File: src/rtl/cpu6_alu_arb_pkg.sv
// Shared widths, ALU operation codes and arbiter state encodings
// for the cpu6 ALU arbiter slice.
package cpu6_alu_arb_pkg;

    localparam int CPU6_XLEN            = 32;
    localparam int CPU6_ALUCONTROL_SIZE = 3;

    localparam logic [CPU6_ALUCONTROL_SIZE-1:0] CPU6_ALUCONTROL_AND = 3'b000;
    localparam logic [CPU6_ALUCONTROL_SIZE-1:0] CPU6_ALUCONTROL_OR  = 3'b001;
    localparam logic [CPU6_ALUCONTROL_SIZE-1:0] CPU6_ALUCONTROL_ADD = 3'b010;
    localparam logic [CPU6_ALUCONTROL_SIZE-1:0] CPU6_ALUCONTROL_SUB = 3'b110;

    localparam logic [1:0] CPU6_ALUARB_IDLE = 2'b00;
    localparam logic [1:0] CPU6_ALUARB_EXEC = 2'b01;
    localparam logic [1:0] CPU6_ALUARB_RESP = 2'b10;

    typedef enum logic [1:0] {
        ST_IDLE = CPU6_ALUARB_IDLE,
        ST_EXEC = CPU6_ALUARB_EXEC,
        ST_RESP = CPU6_ALUARB_RESP
    } arb_state_e;

    typedef struct packed {
        logic [CPU6_XLEN-1:0]            a;
        logic [CPU6_XLEN-1:0]            b;
        logic [CPU6_ALUCONTROL_SIZE-1:0] control;
    } alu_req_t;

    typedef struct packed {
        logic [CPU6_XLEN-1:0] y;
        logic                 zero;
        logic                 err;
    } alu_rsp_t;

    function automatic logic alu_ctl_legal(
        input logic [CPU6_ALUCONTROL_SIZE-1:0] c
    );
        return (c == CPU6_ALUCONTROL_ADD) || (c == CPU6_ALUCONTROL_SUB) ||
               (c == CPU6_ALUCONTROL_AND) || (c == CPU6_ALUCONTROL_OR);
    endfunction

endpackage

File: src/rtl/cpu6_alu.sv
// Combinational ADD/SUB/AND/OR unit.
// Unsupported codes give y=0 and zero=0 and raise err.
module cpu6_alu
    import cpu6_alu_arb_pkg::*;
(
    input  logic [CPU6_XLEN-1:0]            a,
    input  logic [CPU6_XLEN-1:0]            b,
    input  logic [CPU6_ALUCONTROL_SIZE-1:0] control,
    output logic [CPU6_XLEN-1:0]            y,
    output logic                            zero,
    output logic                            err
);

    logic legal;

    assign legal = alu_ctl_legal(control);

    always_comb begin
        y = '0;
        unique case (control)
            CPU6_ALUCONTROL_ADD: y = a + b;
            CPU6_ALUCONTROL_SUB: y = a - b;
            CPU6_ALUCONTROL_AND: y = a & b;
            CPU6_ALUCONTROL_OR:  y = a | b;
            default:             y = '0;
        endcase
    end

    assign zero = legal & (y == '0);
    assign err  = ~legal;

endmodule

File: src/rtl/cpu6_alu_arb.sv
// Two-port valid/ready arbiter sharing one cpu6_alu.
// One operation in flight: IDLE grant -> EXEC evaluate -> RESP hold.
module cpu6_alu_arb
    import cpu6_alu_arb_pkg::*;
#(
    parameter bit RR_EN = 1'b1
) (
    input  logic                            clk,
    input  logic                            resetn,
    input  logic                            req0_valid,
    output logic                            req0_ready,
    input  logic [CPU6_XLEN-1:0]            req0_a,
    input  logic [CPU6_XLEN-1:0]            req0_b,
    input  logic [CPU6_ALUCONTROL_SIZE-1:0] req0_control,
    output logic                            rsp0_valid,
    input  logic                            rsp0_ready,
    output logic [CPU6_XLEN-1:0]            rsp0_y,
    output logic                            rsp0_zero,
    output logic                            rsp0_err,
    input  logic                            req1_valid,
    output logic                            req1_ready,
    input  logic [CPU6_XLEN-1:0]            req1_a,
    input  logic [CPU6_XLEN-1:0]            req1_b,
    input  logic [CPU6_ALUCONTROL_SIZE-1:0] req1_control,
    output logic                            rsp1_valid,
    input  logic                            rsp1_ready,
    output logic [CPU6_XLEN-1:0]            rsp1_y,
    output logic                            rsp1_zero,
    output logic                            rsp1_err,
    output logic                            busy
);

    arb_state_e state_q, state_d;
    logic       ptr_q;
    logic       owner_q;
    alu_req_t   op_q;
    alu_rsp_t   res_q;

    logic                 idle, both_valid;
    logic                 grant0, grant1;
    logic                 req_hs, rsp_hs;
    logic [CPU6_XLEN-1:0] alu_y;
    logic                 alu_zero, alu_err;

    assign idle       = (state_q == ST_IDLE);
    assign both_valid = req0_valid & req1_valid;

    always_comb begin
        grant0 = 1'b0;
        grant1 = 1'b0;
        unique case (1'b1)
            both_valid: begin
                if (!RR_EN || !ptr_q) grant0 = 1'b1;
                else                  grant1 = 1'b1;
            end
            req0_valid & ~req1_valid: grant0 = 1'b1;
            ~req0_valid & req1_valid: grant1 = 1'b1;
            default: ;
        endcase
    end

    // resetn gates ready so nothing is accepted while reset is held
    assign req0_ready = idle & grant0 & resetn;
    assign req1_ready = idle & grant1 & resetn;
    assign req_hs     = req0_ready | req1_ready;

    assign rsp_hs = (state_q == ST_RESP) &
                    (owner_q ? rsp1_ready : rsp0_ready);

    always_comb begin
        state_d = state_q;
        unique case (state_q)
            ST_IDLE: if (req_hs) state_d = ST_EXEC;
            ST_EXEC: state_d = ST_RESP;
            ST_RESP: if (rsp_hs) state_d = ST_IDLE;
            default: state_d = ST_IDLE;
        endcase
    end

    always_ff @(posedge clk or negedge resetn) begin
        if (!resetn) begin
            state_q <= ST_IDLE;
        end else begin
            state_q <= state_d;
        end
    end

    // pointer only moves on contested grants
    always_ff @(posedge clk or negedge resetn) begin
        if (!resetn) begin
            ptr_q   <= 1'b0;
            owner_q <= 1'b0;
            op_q    <= '0;
        end else if (req_hs) begin
            owner_q <= grant1;
            if (RR_EN && both_valid) ptr_q <= grant0;
            if (grant1) begin
                op_q <= alu_req_t'{a: req1_a, b: req1_b,
                                   control: req1_control};
            end else begin
                op_q <= alu_req_t'{a: req0_a, b: req0_b,
                                   control: req0_control};
            end
        end
    end

    cpu6_alu u_alu (
        .a       (op_q.a),
        .b       (op_q.b),
        .control (op_q.control),
        .y       (alu_y),
        .zero    (alu_zero),
        .err     (alu_err)
    );

    always_ff @(posedge clk or negedge resetn) begin
        if (!resetn) begin
            res_q <= '0;
        end else if (state_q == ST_EXEC) begin
            res_q <= alu_rsp_t'{y: alu_y, zero: alu_zero, err: alu_err};
        end
    end

    assign rsp0_valid = (state_q == ST_RESP) & ~owner_q;
    assign rsp1_valid = (state_q == ST_RESP) & owner_q;

    assign rsp0_y    = res_q.y;
    assign rsp0_zero = res_q.zero;
    assign rsp0_err  = res_q.err;
    assign rsp1_y    = res_q.y;
    assign rsp1_zero = res_q.zero;
    assign rsp1_err  = res_q.err;

    assign busy = ~idle;

endmodule

File: config.mk
export PLATFORM = sky130hd
export DESIGN_NAME = cpu6_alu_arb
export DESIGN_NICKNAME = d
export VERILOG_FILES = /design/src/rtl/cpu6_alu_arb_pkg.sv /design/src/rtl/cpu6_alu.sv /design/src/rtl/cpu6_alu_arb.sv
export SDC_FILE = /design/constraint.sdc
export NUM_CORES = 1
export LEC_CHECK = 0
export BUFFER_PORTS_ARGS = -buffer_cell sky130_fd_sc_hd__buf_2
export CAP_MARGIN = 20
export CORE_ASPECT_RATIO = 1.2
export CORE_MARGIN = 3
export CORE_UTILIZATION = 55
export CTS_CLUSTER_DIAMETER = 50
export DETAILED_ROUTE_END_ITERATION = 12
export GPL_ROUTABILITY_DRIVEN = 0
export PLACE_DENSITY_LB_ADDON = 0.25
export SLEW_MARGIN = 20
export SYNTH_ARGS = -nofsm -noshare
export SYNTH_HDL_FRONTEND = slang
export SYNTH_HIERARCHICAL = 1
export SYNTH_SLANG_ARGS = --single-unit
File: constraint.sdc
create_clock -name clk -period 11.8 [get_ports clk]
set_input_delay 1.77 -clock clk [delete_from_list [all_inputs] [get_ports clk]]
set_output_delay 1.77 -clock clk [all_outputs]
set_load 0.01 [all_outputs]
==> flow_metrics.env, run 1 <==
export IMPL_slew_margin_rel_pct=33.0
export IMPL_cp_data_arrival_time_ns=6.36
export IMPL_clock_tree_root_cell="sky130_fd_sc_hd__clkbuf_16"
export IMPL_synth_fp_nets=1060
export IMPL_transition_time_at_the_pin_with_the_least_slew_margin_ns=1.00
export IMPL_placement_io_buffers=212
export IMPL_detail_route_vias_per_cell=6.29
export IMPL_min_path_type="flip-flop to flip-flop"
export IMPL_clk_path_buf_depth=2
export IMPL_gr_total_overflow=0
export IMPL_post_route_cell_area_um2=9340
export IMPL_drt_iter0_drc=648
export IMPL_worst_clock_skew_ns=0.00922
export IMPL_vdd_ir_drop_max_mv=0.182
export IMPL_end_kind="flip-flop"
export IMPL_placeableCoreArea_um2=14500
export IMPL_critical_path_startpoint_type="flip-flop"
export IMPL_multi_input_comb_area_um2=4980
export IMPL_report_final_setup_viol=0
export IMPL_drt_pass1_iterations=5
export IMPL_cts_inserted_buffers=9
export IMPL_place_detailed_hpwl_um=17500
export IMPL_synth_area_per_cell_um2=9.28
export IMPL_synth_common_cells="105 x sky130_fd_sc_hd__dfrtp_1, 81 x sky130_fd_sc_hd__or3_1, 67 x sky130_fd_sc_hd__o221a_2"
export IMPL_ys_top_cells_by_area="sky130_fd_sc_hd__dfrtp_1 32%, sky130_fd_sc_hd__o221a_2 9.2%, sky130_fd_sc_hd__or3_1 6.2%"
export IMPL_drive_gt1_share_pct=34.0
export IMPL_outcome="completed"
export IMPL_number_of_filler_cells_placed_in_the_layout=1295
export IMPL_grt_first_pass_wirelength_um=37700
export IMPL_route_detailed_wl_per_inst_um=18.9
export IMPL_drc=0
export IMPL_nNetsFinal=1193
export IMPL_die_height_um=140
export IMPL_minimum_clock_period_ns=6.07
export IMPL_finalCritPeriodShare_pct=51.5
export IMPL_postSynthRegisterBits=105
export IMPL_initial_core_util_pct=56.5
export IMPL_grt_setup_unrepaired="false"
export IMPL_hold_fails_final_rpt=0
export IMPL_timing_max_cap_violations=0
export IMPL_post_cts_setup_buffers=0
export IMPL_clk_insertion_delay_late_ns=0.35
export IMPL_antennaDiodeCount=0
export IMPL_hold_buffer_count_at_cts=0
export IMPL_design_die_area_um2=16400
export IMPL_critPathRequiredTime_ns=12.09
export IMPL_grt_total_usage_pct=27.9
export IMPL_via_count=7693
export IMPL_power_density_nw_per_um2=364
export IMPL_finish_utilization_pct=64.3
export IMPL_row_count=48
export IMPL_asyncSetResetFlopFracSynth_pct=100
export IMPL_fmaxAchievable_mhz=165
export IMPL_cts_clk_slew_worst_paths_ns=0.07
export IMPL_setup_tns_final_ns=0
export IMPL_antenna_left=0
export IMPL_synth_top_cell_area_share_pct=32.0
export IMPL_synth_top_area_cell="sky130_fd_sc_hd__dfrtp_1"
export IMPL_postCtsResizedCells=0
export IMPL_tritoncts="yes"
export IMPL_ys_warnings_count=6
export IMPL_post_synth_num_cell_types=70
export IMPL_netlist_instances=885
export IMPL_p_leak_nw=4.08
export IMPL_ys_seq_area_share_pct=32.0
export IMPL_antenna_found_initial=0
export IMPL_yosysMostFrequentCell="sky130_fd_sc_hd__dfrtp_1"
export IMPL_number_of_global_route_vias_before_repair=7103
export IMPL_netlist_area_um2=8220
export IMPL_synth_enable_flop_cells=0
export IMPL_max_h_tree_level=3
export IMPL_post_dp_cell_area_um2=9060
export IMPL_timing_critical_path_fanout_max=33
export IMPL_synthFlopType="sky130_fd_sc_hd__dfrtp_1"
export IMPL_seqCellArea_um2=2630
export IMPL_floorplan_die_width_um=118
export IMPL_top_level_ports=213
export IMPL_worstSetupPathType="flip-flop to flip-flop"
export IMPL_timing_final_max_slew_violations=0
export IMPL_totalWireLength_um=23200
export IMPL_area_growth_pct=13.7
export IMPL_grt_max_degree=69
export IMPL_numClockSinks=105
routing by layer:
| metal | global-route usage [%] | share of wire [%] |
|---|---|---|
| met1 | 41.3 | 45 |
| met2 | 42.3 | 45 |
| met3 | 5.61 | 8.7 |
| met4 | 6.11 | 1.4 |
| met5 | 0 | 0 |
logic make-up (layout without fill, tap and decap cells):
family | Yosys count | after routing | synth area share (%)
AO/OA/AOI/OAI | 235 | 235 | 22.7
XOR/XNOR | 49 | 49 | 5.22
adder cells (fa/ha/maj) | 65 | 65 | 9.08
buffers and inverters | 118 | 256 | 7.65
flip-flops | 105 | 105 | 32.0
multiplexers | 38 | 38 | 5.16
AND/OR/NAND/NOR | 275 | 275 | 18.2
critical path, cell delays in order (launching register included):
cell and delay [ns]:
sky130_fd_sc_hd__dfrtp_1 0.37, sky130_fd_sc_hd__nand2b_1 0.14, sky130_fd_sc_hd__buf_4 0.25, sky130_fd_sc_hd__nor2_1 0.80, sky130_fd_sc_hd__a21oi_1 0.12, sky130_fd_sc_hd__xnor2_1 0.18
sky130_fd_sc_hd__ha_1 0.39, sky130_fd_sc_hd__and2_4 0.19, sky130_fd_sc_hd__o21a_1 0.19, sky130_fd_sc_hd__or4_1 0.40, sky130_fd_sc_hd__a32o_2 0.28, sky130_fd_sc_hd__or4_1 0.52
sky130_fd_sc_hd__or4b_1 0.49, sky130_fd_sc_hd__or4_1 0.42, sky130_fd_sc_hd__or4_1 0.47, sky130_fd_sc_hd__or4_1 0.47, sky130_fd_sc_hd__nor3b_1 0.17, sky130_fd_sc_hd__mux2_2 0.17
sequential cells by signal, summed over array words and instances (netlist names):
| name | cells |
|---|---|
| rsp0_err | 1 |
| op_q | 67 |
| state_q | 2 |
| ptr_q | 1 |
| rsp0_y | 32 |
| rsp0_zero | 1 |
| owner_q | 1 |
cell usage in the layout, fill, tap and decap left out, types with 5 or more instances in the layout:
cell type	Yosys	layout
sky130_fd_sc_hd__ha_1	34	34
sky130_fd_sc_hd__o221a_2	67	67
sky130_fd_sc_hd__nand2_1	54	54
sky130_fd_sc_hd__maj3_1	30	30
sky130_fd_sc_hd__clkbuf_16	0	9
sky130_fd_sc_hd__xnor2_1	28	28
sky130_fd_sc_hd__or3_1	81	81
sky130_fd_sc_hd__nor4_1	5	5
sky130_fd_sc_hd__a31oi_1	5	5
sky130_fd_sc_hd__dfrtp_1	105	105
sky130_fd_sc_hd__nor2_1	44	43
sky130_fd_sc_hd__and4_1	6	6
sky130_fd_sc_hd__or4_1	8	8
sky130_fd_sc_hd__buf_4	38	10
sky130_fd_sc_hd__a21oi_1	44	44
sky130_fd_sc_hd__nor3_1	11	11
sky130_fd_sc_hd__and3_1	5	5
sky130_fd_sc_hd__nand4_1	12	12
sky130_fd_sc_hd__o21ai_0	37	37
sky130_fd_sc_hd__o211ai_1	5	5
sky130_fd_sc_hd__mux2_2	35	35
sky130_fd_sc_hd__nand2b_1	8	8
sky130_fd_sc_hd__nand3_1	18	18
sky130_fd_sc_hd__o21a_1	5	5
sky130_fd_sc_hd__buf_2	10	211
sky130_fd_sc_hd__o31ai_1	12	12
sky130_fd_sc_hd__and2_1	5	5
sky130_fd_sc_hd__xor2_1	21	21
sky130_fd_sc_hd__inv_1	19	19
sky130_fd_sc_hd__a21o_1	11	11
power by group:
group / internal, mW / total [mW] / switching (mW)
registers: 0.513 / 0.726 / 0.212
clock network: 0.147 / 0.289 / 0.142
logic: 1.02 / 2.38 / 1.36
per-stage QoR:
step	hold slack (ns)	total power [mW]	std cells	worst slack [ns]
6_report	0.520	3.40	1223	5.73
2_1_floorplan	0.468	2.52	885	5.96
3_5_place_dp	0.513	3.04	1207	5.79
4_1_cts	0.530	3.35	1223	5.77
3_3_place_gp	0.505	3.00	1207	5.84
5_1_grt	0.548	3.69	1223	5.56
worst paths after layout:
| check | end | slack [ns] | startpoint | cells after the start |
|---|---|---|---|---|
| min | rsp0_y[21]$_DFFE_PN0N_ | 0.52 | rsp0_y[21]$_DFFE_PN0N_ | 1 |
| max reg2reg | rsp0_zero$_DFFE_PN0N_ | 5.73 | op_q[0]$_DFFE_PN0P_ | 17 |
| max | rsp0_zero$_DFFE_PN0N_ | 5.73 | op_q[0]$_DFFE_PN0P_ | 17 |
| min reg2reg | rsp0_y[21]$_DFFE_PN0N_ | 0.52 | rsp0_y[21]$_DFFE_PN0N_ | 1 |
| min in group asynchronous | state_q[1]$_DFFE_PN0P_ | 1.42 | resetn | 1 |
| max in group asynchronous | rsp0_y[30]$_DFFE_PN0N_ | 9.15 | resetn | 2 |
cell type report:
class | count | area share [%]
Sequential cell | 105 | 28.1
Clock inverter | 6 | 0.549
Inverter | 19 | 0.764
Timing Repair Buffer | 221 | 12.1
Clock buffer | 10 | 2.45
Multi-Input combinational cell | 662 | 53.3
Tap cell | 200 | 2.68
Note: power is estimated with default switching activity, not from simulation.
==> run 2, diff against run 1 <==
Settings changed: ABC_AREA set to 1, CORE_UTILIZATION 55 to 51.
Clock period 11.8 ns to 5 ns, I/O delays scaled along.
==> run 2 against run 1 <==
Hold slack got worse by 0.12 ns. Flip-flop and latch count stayed put. Total power is 120% higher. Sequential power increased by 130%. Area after synthesis rose by 15%. Maximum frequency grew 46%. Largest power group unchanged.
==> flow_metrics.env, run 2 <==
export IMPL_outcome="completed"
export IMPL_regToRegStartpoint="op_q[3]$_DFFE_PN0P_"
export IMPL_critical_path_startpoint_type="flip-flop"
export IMPL_cp_data_arrival_time_ns=4.41
export IMPL_vdd_ir_drop_max_mv=0.279
export IMPL_most_flop_heavy_register="op_q"
export IMPL_timing_critical_path_fanout_max=5
export IMPL_drive_gt1_share_pct=19.9
export IMPL_row_count=53
export IMPL_antenna_found_initial=0
export IMPL_transition_time_at_the_pin_with_the_least_slew_margin_ns=0.833
export IMPL_numClockSinks=105
export IMPL_hold_fails_final_rpt=0
export IMPL_die_height_um=155
export IMPL_design_internal_power_mw=3.45
export IMPL_multi_input_comb_area_um2=5690
export IMPL_ys_seq_area_share_pct=27.8
export IMPL_grt_setup_unrepaired="false"
export IMPL_slew_margin_rel_pct=44.5
export IMPL_reg2reg_depth=24
export IMPL_route_detailed_wl_per_inst_um=14.7
export IMPL_worstSetupPathType="flip-flop to flip-flop"
export IMPL_grt_total_usage_pct=26.8
export IMPL_power_share_sequential_pct=21.6
export IMPL_minimum_clock_period_ns=4.17
export IMPL_p_leak_nw=6.32
export IMPL_end_kind="flip-flop"
export IMPL_report_final_setup_viol=0
export IMPL_power_net_switching_mw=4.15
export IMPL_detail_route_vias_per_cell=5.31
export IMPL_share_clk_of_total_power_pct=9.3
export IMPL_clock_tree_root_cell="sky130_fd_sc_hd__clkbuf_16"
export IMPL_placeableCoreArea_um2=17800
export IMPL_antennaDiodeCount=0
export IMPL_grt_first_pass_wirelength_um=43700
export IMPL_asyncSetResetFlopFracSynth_pct=100
export IMPL_ys_top_cells_by_area="sky130_fd_sc_hd__dfrtp_1 28%, sky130_fd_sc_hd__nand2_1 22%, sky130_fd_sc_hd__nand3_1 12%"
export IMPL_finalCritPeriodShare_pct=83.4
export IMPL_drt_iter0_drc=739
export IMPL_postSynthRegisterBits=105
export IMPL_comb_power_share_pct=69.2
export IMPL_worst_setup_path_startpoint="op_q[3]$_DFFE_PN0P_"
export IMPL_seqCellArea_um2=2630
export IMPL_timing_max_cap_violations=0
export IMPL_max_h_tree_level=3
export IMPL_netlist_instances=1476
export IMPL_postCtsResizedCells=0
export IMPL_top_library_cells_by_usage_in_the_layout_fill_and_taps_aside="549 x sky130_fd_sc_hd__nand2_1, 218 x sky130_fd_sc_hd__nand3_1, 211 x sky130_fd_sc_hd__buf_2, 145 x sky130_fd_sc_hd__inv_1, 105 x sky130_fd_sc_hd__dfrtp_1"
export IMPL_post_synth_num_cell_types=39
export IMPL_fmaxAchievable_mhz=240
export IMPL_synth_top_area_cell="sky130_fd_sc_hd__dfrtp_1"
export IMPL_synth_top_cell_area_share_pct=27.8
export IMPL_ys_warnings_count=6
export IMPL_netlist_area_um2=9450
export IMPL_initial_core_util_pct=52.9
export IMPL_min_path_type="input port to asynchronous set/reset pin"
export IMPL_synth_enable_flop_cells=0
export IMPL_tritoncts="yes"
export IMPL_via_count=9786
export IMPL_number_of_filler_cells_placed_in_the_layout=1760
export IMPL_clk_path_buf_depth=2
export IMPL_synth_common_cells="551 x sky130_fd_sc_hd__nand2_1, 218 x sky130_fd_sc_hd__nand3_1, 145 x sky130_fd_sc_hd__inv_1"
export IMPL_synth_fp_nets=1651
export IMPL_setup_tns_final_ns=0
export IMPL_critPathRequiredTime_ns=5.24
export IMPL_synth_area_per_cell_um2=6.40
export IMPL_antenna_left=0
export IMPL_nNetsFinal=1792
export IMPL_synthFlopType="sky130_fd_sc_hd__dfrtp_1"
export IMPL_cts_inserted_buffers=9
export IMPL_worst_clock_skew_ns=0.0149
export IMPL_power_density_nw_per_um2=716
export IMPL_max_reg_flops=67
export IMPL_finish_utilization_pct=59.5
export IMPL_hold_buffer_count_at_cts=0
export IMPL_top_level_ports=213
export IMPL_floorplan_die_width_um=130
export IMPL_number_of_global_route_vias_before_repair=8955
export IMPL_post_cts_setup_buffers=0
export IMPL_critPathCapture="rsp0_zero$_DFFE_PN0N_"
export IMPL_drt_pass1_iterations=5
export IMPL_grt_max_degree=70
export IMPL_slack_of_the_worst_reg_to_reg_path_ns=0.83
export IMPL_area_growth_pct=12.4
export IMPL_drc=0
export IMPL_power_share_switching_pct=54.6
export IMPL_design_die_area_um2=20200
export IMPL_yosysMostFrequentCell="sky130_fd_sc_hd__nand2_1"
export IMPL_place_detailed_hpwl_um=21200
export IMPL_gr_total_overflow=0
export IMPL_power_mw=7.60
export IMPL_totalWireLength_um=27100
export IMPL_cts_clk_slew_worst_paths_ns=0.08
export IMPL_placement_io_buffers=212
export IMPL_capture_point_of_the_worst_reg_to_reg_path="rsp0_zero$_DFFE_PN0N_"
export IMPL_layout_commonest_cell="sky130_fd_sc_hd__nand2_1"
export IMPL_timing_final_max_slew_violations=0
export IMPL_clk_insertion_delay_late_ns=0.36
==> run 2: cell count changes after synthesis, moves of 23 or more <==
cell                      before  now
sky130_fd_sc_hd__inv_1        19  145
sky130_fd_sc_hd__nand2_1      54  551
sky130_fd_sc_hd__nand3_1      18  218
sky130_fd_sc_hd__nor2_1       44   83
sky130_fd_sc_hd__o221a_2      67    0
sky130_fd_sc_hd__or3_1        81    0
sky130_fd_sc_hd__xnor2_1      28    5
==> run 2: logic make-up (layout without fill, tap and decap cells) <==
| kind of cell | after synthesis | after routing | synth area share (%) |
|---|---|---|---|
| buf+inv | 253 | 399 | 12.1 |
| flops | 105 | 105 | 27.8 |
| simple gates | 928 | 928 | 42.0 |
| compound gates | 68 | 68 | 4.00 |
| xor+xnor | 30 | 30 | 2.78 |
| mux | 34 | 34 | 4.05 |
| fa+ha+maj | 58 | 58 | 7.15 |
==> run 2: critical path, cell delays in order, from the launching register on <==
cell and delay, ns:
sky130_fd_sc_hd__dfrtp_1 0.44, sky130_fd_sc_hd__inv_1 0.10, sky130_fd_sc_hd__ha_1 0.16, sky130_fd_sc_hd__nand3_1 0.12, sky130_fd_sc_hd__inv_1 0.09, sky130_fd_sc_hd__nand4_1 0.10
sky130_fd_sc_hd__inv_1 0.07, sky130_fd_sc_hd__nand3_1 0.11, sky130_fd_sc_hd__o41ai_1 0.40, sky130_fd_sc_hd__nand2_1 0.12, sky130_fd_sc_hd__xnor2_1 0.15, sky130_fd_sc_hd__ha_1 0.35
sky130_fd_sc_hd__nand2_1 0.12, sky130_fd_sc_hd__inv_1 0.11, sky130_fd_sc_hd__nand2_1 0.12, sky130_fd_sc_hd__nor2_1 0.32, sky130_fd_sc_hd__nand4_1 0.21, sky130_fd_sc_hd__nand4_1 0.14
sky130_fd_sc_hd__nand3_1 0.11, sky130_fd_sc_hd__o21ai_2 0.10, sky130_fd_sc_hd__nor2_1 0.07, sky130_fd_sc_hd__and2_1 0.15, sky130_fd_sc_hd__nand3_1 0.08, sky130_fd_sc_hd__nor2_1 0.04
sky130_fd_sc_hd__mux2_2 0.25
==> run 2: layout make-up <==
type | count | share of cell area, %
Tap cell | 220 | 2.59
Inverter | 162 | 5.73
Clock buffer | 11 | 2.29
Multi-Input combinational cell | 1118 | 53.6
Sequential cell | 105 | 24.7
Timing Repair Buffer | 221 | 10.7
Clock inverter | 5 | 0.448
==> run 2: power by group through the flow <==
stage	Sequential, mW	Clock (mW)	Combinational [mW]
CTS	1.64	0.723	5.18
detailed placement	1.65	0	5.15
floorplan	1.57	0	3.99
finish	1.64	0.704	5.26
global placement	1.64	0	5.06
global route	1.71	0.759	5.91
==> run 2: worst min-delay path by stage <==
stage / end / cells after the start / from
finish: op_q[43]$_DFFE_PN0P_ / 1 / resetn
global route: op_q[14]$_DFFE_PN0P_ / 1 / resetn
CTS: op_q[43]$_DFFE_PN0P_ / 1 / resetn
detailed placement: rsp0_y[14]$_DFFE_PN0N_ / 1 / rsp0_y[14]$_DFFE_PN0N_
global placement: rsp0_y[13]$_DFFE_PN0N_ / 1 / rsp0_y[13]$_DFFE_PN0N_
floorplan: op_q[0]$_DFFE_PN0P_ / 0 / resetn
==> run 2: layer usage <==
metal  up-vias  global-route usage, %  wire [um]
met1      4386                   37.8      12200
li1       4956                      -          -
met3        46                   3.67       1890
met5         -                      0          0
met4         0                   8.47        658
met2       398                   42.5      12400
==> run 2: stage by stage <==
stage	worst slack (ns)	area, um2	instances	hold WS (ns)
after floorplan	1.61	9450	1476	0.454
after global placement	0.930	10300	1826	0.503
after detailed placement	0.881	10300	1826	0.509
after CTS	0.850	10600	1842	0.420
after global routing	0.428	10600	1842	0.449
final	0.831	10600	1842	0.397
